[config.mk]
export PLATFORM = sky130hd
export DESIGN_NAME = demux1_2_reg
export DESIGN_NICKNAME = d
export VERILOG_FILES = /design/src/rtl/demux_pkg.sv /design/src/rtl/out_slot.sv /design/src/rtl/demux1_2_reg.sv
export SDC_FILE = /design/constraint.sdc
export NUM_CORES = 1
export LEC_CHECK = 0
export BUFFER_PORTS_ARGS = -buffer_cell sky130_fd_sc_hd__buf_2
export CAP_MARGIN = 20
export CORE_MARGIN = 2
export CORE_UTILIZATION = 49
export CTS_CLUSTER_DIAMETER = 200
export DETAILED_ROUTE_END_ITERATION = 16
export PLACE_DENSITY = 0.84
export SKIP_CTS_REPAIR_TIMING = 1
export SKIP_LAST_GASP = 1
export SLEW_MARGIN = 20
export SYNTH_ARGS = -nofsm -noshare
export SYNTH_HDL_FRONTEND = slang
export SYNTH_SLANG_ARGS = --single-unit
[constraint.sdc]
create_clock -name clk -period 2.2 [get_ports clk]
set_clock_uncertainty 0.2 [all_clocks]
set_input_delay 0 -clock clk [delete_from_list [all_inputs] [get_ports clk]]
set_output_delay 0 -clock clk [all_outputs]
set_load 0.1 [all_outputs]
[src/rtl/demux_pkg.sv]
// Shared types and default widths for the registered 1:2 stream demultiplexer.
// Latency: n/a (declarations only).
// Backpressure: n/a.
package demux_pkg;

    // Route FSM: IDLE follows S, LOCKk pins the route until a packet's last beat.
    typedef enum logic [1:0] {
        IDLE  = 2'd0,
        LOCK0 = 2'd1,
        LOCK1 = 2'd2
    } demux_state_t;

    localparam int DEMUX_WIDTH = 8;
    localparam int DEMUX_CNT_W = 8;

endpackage

[src/rtl/out_slot.sv]
// One-entry valid/ready output register holding {data, last}.
// Latency: a beat loaded at edge n is presented in the cycle after edge n.
// Backpressure: holds its contents while valid && !ready; the owner must load only when empty or draining.
//
// Ports:
//   clk, rst         clock, synchronous active-high reset
//   load             write din/din_last and set valid at the next edge
//   din, din_last    beat to store
//   ready            consumer ready; with valid forms the drain handshake
//   valid            slot holds a beat
//   dout, dout_last  stored beat
module out_slot
    import demux_pkg::*;
#(
    parameter int WIDTH = DEMUX_WIDTH
) (
    input  logic             clk,
    input  logic             rst,
    input  logic             load,
    input  logic [WIDTH-1:0] din,
    input  logic             din_last,
    input  logic             ready,
    output logic             valid,
    output logic [WIDTH-1:0] dout,
    output logic             dout_last
);

    always_ff @(posedge clk) begin
        if (rst) begin
            valid     <= 1'b0;
            dout      <= '0;
            dout_last <= 1'b0;
        end else if (load) begin
            // Covers both an empty slot and a same-cycle drain plus refill.
            valid     <= 1'b1;
            dout      <= din;
            dout_last <= din_last;
        end else if (valid && ready) begin
            // Data is left in place after a drain; only valid drops.
            valid     <= 1'b0;
        end
    end

endmodule

[src/rtl/demux1_2_reg.sv]
// Registered 1:2 stream demultiplexer with packet-level route lock and per-output packet counters.
// Latency: one cycle from input accept to Yk_valid; 1 beat/cycle when the target output is ready.
// Backpressure: I_ready follows the target slot only; a stalled target blocks the input even if the other output is free.
//
// Ports:
//   clk, rst                     clock, synchronous active-high reset
//   I, I_last, I_valid, I_ready  input stream (I_ready is the only combinational output)
//   S                            route select, 0 = Y0, 1 = Y1, honoured only between packets
//   Yk, Yk_last, Yk_valid, Yk_ready  output streams k = 0, 1
//   cnt0, cnt1                   wrapping count of packets delivered on Y0 / Y1
module demux1_2_reg
    import demux_pkg::*;
#(
    parameter int WIDTH = DEMUX_WIDTH,
    parameter int CNT_W = DEMUX_CNT_W
) (
    input  logic             clk,
    input  logic             rst,
    input  logic [WIDTH-1:0] I,
    input  logic             I_last,
    input  logic             I_valid,
    output logic             I_ready,
    input  logic             S,
    output logic [WIDTH-1:0] Y0,
    output logic             Y0_last,
    output logic             Y0_valid,
    input  logic             Y0_ready,
    output logic [WIDTH-1:0] Y1,
    output logic             Y1_last,
    output logic             Y1_valid,
    input  logic             Y1_ready,
    output logic [CNT_W-1:0] cnt0,
    output logic [CNT_W-1:0] cnt1
);

    demux_state_t state;
    logic         target;
    logic         tgt_valid;
    logic         tgt_ready;
    logic         accept;
    logic         load0;
    logic         load1;

    // Route target: S only matters between packets.
    always_comb begin
        target = S;
        case (state)
            LOCK0:   target = 1'b0;
            LOCK1:   target = 1'b1;
            default: target = S;
        endcase
    end

    assign tgt_valid = target ? Y1_valid : Y0_valid;
    assign tgt_ready = target ? Y1_ready : Y0_ready;

    // Ready is independent of I_valid so upstream can gate valid on it freely.
    assign I_ready = !rst && (!tgt_valid || tgt_ready);
    assign accept  = I_valid && I_ready;
    assign load0   = accept && !target;
    assign load1   = accept &&  target;

    always_ff @(posedge clk) begin
        if (rst) begin
            state <= IDLE;
        end else if (accept) begin
            case (state)
                IDLE: begin
                    // A single-beat packet never leaves IDLE.
                    if (!I_last) begin
                        state <= S ? LOCK1 : LOCK0;
                    end
                end
                LOCK0, LOCK1: begin
                    if (I_last) begin
                        state <= IDLE;
                    end
                end
                default: state <= IDLE;
            endcase
        end
    end

    out_slot #(.WIDTH(WIDTH)) u_slot0 (
        .clk       (clk),
        .rst       (rst),
        .load      (load0),
        .din       (I),
        .din_last  (I_last),
        .ready     (Y0_ready),
        .valid     (Y0_valid),
        .dout      (Y0),
        .dout_last (Y0_last)
    );

    out_slot #(.WIDTH(WIDTH)) u_slot1 (
        .clk       (clk),
        .rst       (rst),
        .load      (load1),
        .din       (I),
        .din_last  (I_last),
        .ready     (Y1_ready),
        .valid     (Y1_valid),
        .dout      (Y1),
        .dout_last (Y1_last)
    );

    // A packet counts as delivered when its last beat leaves the slot.
    always_ff @(posedge clk) begin
        if (rst) begin
            cnt0 <= '0;
            cnt1 <= '0;
        end else begin
            if (Y0_valid && Y0_ready && Y0_last) begin
                cnt0 <= cnt0 + 1'b1;
            end
            if (Y1_valid && Y1_ready && Y1_last) begin
                cnt1 <= cnt1 + 1'b1;
            end
        end
    end

endmodule

==> results.toml <==
[yosys]
synth_top_area_frac = 0.484
synthAdderAreaFrac = 0.0319
yosysWarnings = 0
synthArstFlopShare = 0
synthMuxAreaShare = 0.155
synth_top_family_by_area = "simple AND/OR/NAND/NOR gates"
synth_seq_cells = 38
synth-compound-area-share = 0.0231
synth-edff-count = 0
synthDistinctLibCells = 24
synth_top_area_cell = "dfxtp_1"
synth.avg_cell_area_um2 = 9.52
ys_seq_area_frac = 0.484
synthCells = 165
ys_top_cells_by_area = "dfxtp_1, mux2i_1, nor2_1, xnor2_1, xor2_1"
synth_fp_nets = 184
synth_ff_type = "dfxtp_1"
synthXorXnorAreaFrac = 0.0669
syn_area_um2 = 1570
synth-simple-area-share = 0.213

[timing]
finalCriticalPeriod_ps = 2130
slew_headroom = 0.676
clock.fmax_ghz = 0.470
slew_violations = 0
worst_pin_slew_ps = 490
period_share = 0.968
setup_viol = 0
hold_ws_ps = 239
hold_viol_final = 0

[worst_hold_path]
hold_path.class = "input pin to flip-flop"

[floorplan]
num_rows = 20
dieHeight_um = 60.6
coreArea_um2 = 3050
ios = 52
floorplan.initialDensity = 0.514
die_w_um = 60.6
dieArea_um2 = 3670

[cts]
cts_buffers = 5
clk_latency_ps = 330
clock_sinks = 38
cts_tree = "built"
clk_pin_slew_worst_paths_ps = 110
ctsLongestPathBuffers = 2
h-tree-depth = 2
ctsRootBufferMaster = "clkbuf_4"

[final_layout]
multi_input_area_um2 = 798
final_util = 0.703
num-fill-cells = 261
diodes = 0
drive_above_1_share = 0.288
area_growth_pct = 36.7
fin_nets = 254
register_area_um2 = 763

[setup_path]
crit_path_start_kind = "flip-flop"
worstPathRequired_ps = 2270
criticalPathCategory = "flip-flop to flip-flop"
cp-end-kind = "flip-flop"
cp.arrival_ps = 2200
rrSetupSlack_ps = 70
crit_fanout = 4

[drt]
drtPass1Iterations = 4
num_vias = 1394
vias_per_cell = 4.98
drc = 0
drt_wl_total_um = 3510
wl_per_cell_um = 12.5
drtAntennaViolNets = 0
drt_iter0_markers = 64

[power_and_ir_drop]
irDropWorstVdd_v = 0.000450
seqPwrFrac = 0.496
p_leak_nw = 1.00
clkPwrFrac = 0.320
comb_power_share = 0.184
internal_power_mw = 1.03
swShare = 0.287
power-per-cell-area_nw_per_um2 = 671
p_sw_mw = 0.413

[grt]
grt_util_all_layers = 0.182
antenna_found_initial = 0
gr-total-overflow = 0
grt_pass1_wl_um = 4980
grt_start_max_net_pins = 42
first_global_vias = 1192

[placement]
gp_congestion = 0.753
dp_hpwl_um = 2220
io_buffers = 51

[run_status]
status = "complete, no violations"

[flow_run]
drv_cap = 0
-- worst max-delay path, stage by stage (launching register included) --
cell,delay [ps]
dfxtp_2,360
inv_1,70
ha_4,290
mux2i_4,260
mux2i_2,120
buf_4,150
or4b_1,460
o22ai_1,150
-- synthesized netlist by cell type, types with 2 or more instances --
library cell / n
nor3_1: 4
xor2_1: 6
clkbuf_1: 6
and3_1: 4
ha_1: 4
a21oi_1: 4
mux2i_1: 23
nand2_1: 8
inv_1: 2
nand4_1: 8
buf_2: 2
dfxtp_1: 38
o21ai_0: 2
xnor2_1: 6
nand2b_1: 5
or3_1: 2
nor2_1: 34
-- cell usage in the layout, fill, tap and decap left out, types with 2 or more instances in the layout --
master,synthesis,routed
inv_1,2,2
xnor2_1,6,6
o21ai_0,2,2
ha_1,4,3
nor2_1,34,33
and3_1,4,4
clkbuf_1,6,2
clkbuf_4,0,5
or3_1,2,2
mux2i_1,23,22
dfxtp_1,38,36
nand2b_1,5,5
nand2_1,8,8
xor2_1,6,6
buf_2,2,50
a21oi_1,4,4
dfxtp_2,0,2
buf_4,0,5
dlygate4sd3_1,0,16
nor3_1,4,4
nand4_1,8,8
-- metal layers --
layer	up-vias	global-route usage	wire, µm
met5	-	0	0
met3	5	0.0704	211
li1	698	-	-
met4	0	0.0683	34
met2	45	0.298	1730
met1	646	0.217	1530
-- cell type report --
| class | count | share of cell area |
|---|---|---|
| Inverter | 2 | 0.00350 |
| Clock inverter | 1 | 0.0140 |
| Multi-Input combinational cell | 117 | 0.372 |
| Sequential cell | 38 | 0.355 |
| Tap cell | 44 | 0.0256 |
| Timing Repair Buffer | 71 | 0.209 |
| Clock buffer | 7 | 0.0210 |
-- stage by stage --
step / power [mW] / setup TNS, ps / worst slack (ps) / cells / instance area [µm²]
2_1_floorplan: 0.911 / 0 / 80.4 / 165 / 1570
3_3_place_gp: 0.954 / 0 / 115 / 254 / 1870
3_5_place_dp: 0.957 / 0 / 74.1 / 254 / 1870
4_1_cts: 1.41 / -102 / -102 / 262 / 1940
5_1_grt: 1.49 / -49.8 / -27.8 / 280 / 2150
6_report: 1.44 / 0 / 70.9 / 280 / 2150
-- sequential cells by signal (all words and copies together), names as in the netlist --
signal / flops
u_slot0.dout: 8
cnt1: 8
cnt0: 8
u_slot1.valid: 1
u_slot0.dout_last: 1
u_slot1.dout_last: 1
u_slot0.valid: 1
state: 2
u_slot1.dout: 8
-- power groups by stage --
stage	combinational, mW	sequential [mW]	clock [mW]
global placement	0.225	0.730	0
CTS	0.227	0.715	0.470
floorplan	0.0732	0.838	0
detailed placement	0.227	0.730	0
global route	0.277	0.718	0.500
finish	0.265	0.715	0.460
-- final timing paths --
check | startpoint | end | cells past startpoint
worst max-delay path | state[1] | state[0] | 7
worst min-delay path | I[1] | u_slot0.dout[1] | 4
worst max register to register | state[1] | state[0] | 7
worst min register to register | u_slot0.dout[0] | u_slot0.dout[0] | 2
-- kinds of logic (layout without fill, tap and decap cells) --
| kind of cell | count (synthesis) | count (layout) |
|---|---|---|
| AO/OA/AOI/OAI | 7 | 7 |
| XOR/XNOR | 12 | 12 |
| adder cells (fa/ha/maj) | 4 | 4 |
| buffers and inverters | 10 | 81 |
| flip-flops | 38 | 38 |
| multiplexers | 24 | 24 |
| AND/OR/NAND/NOR | 70 | 70 |
Note: power is estimated with default switching activity, not from simulation.
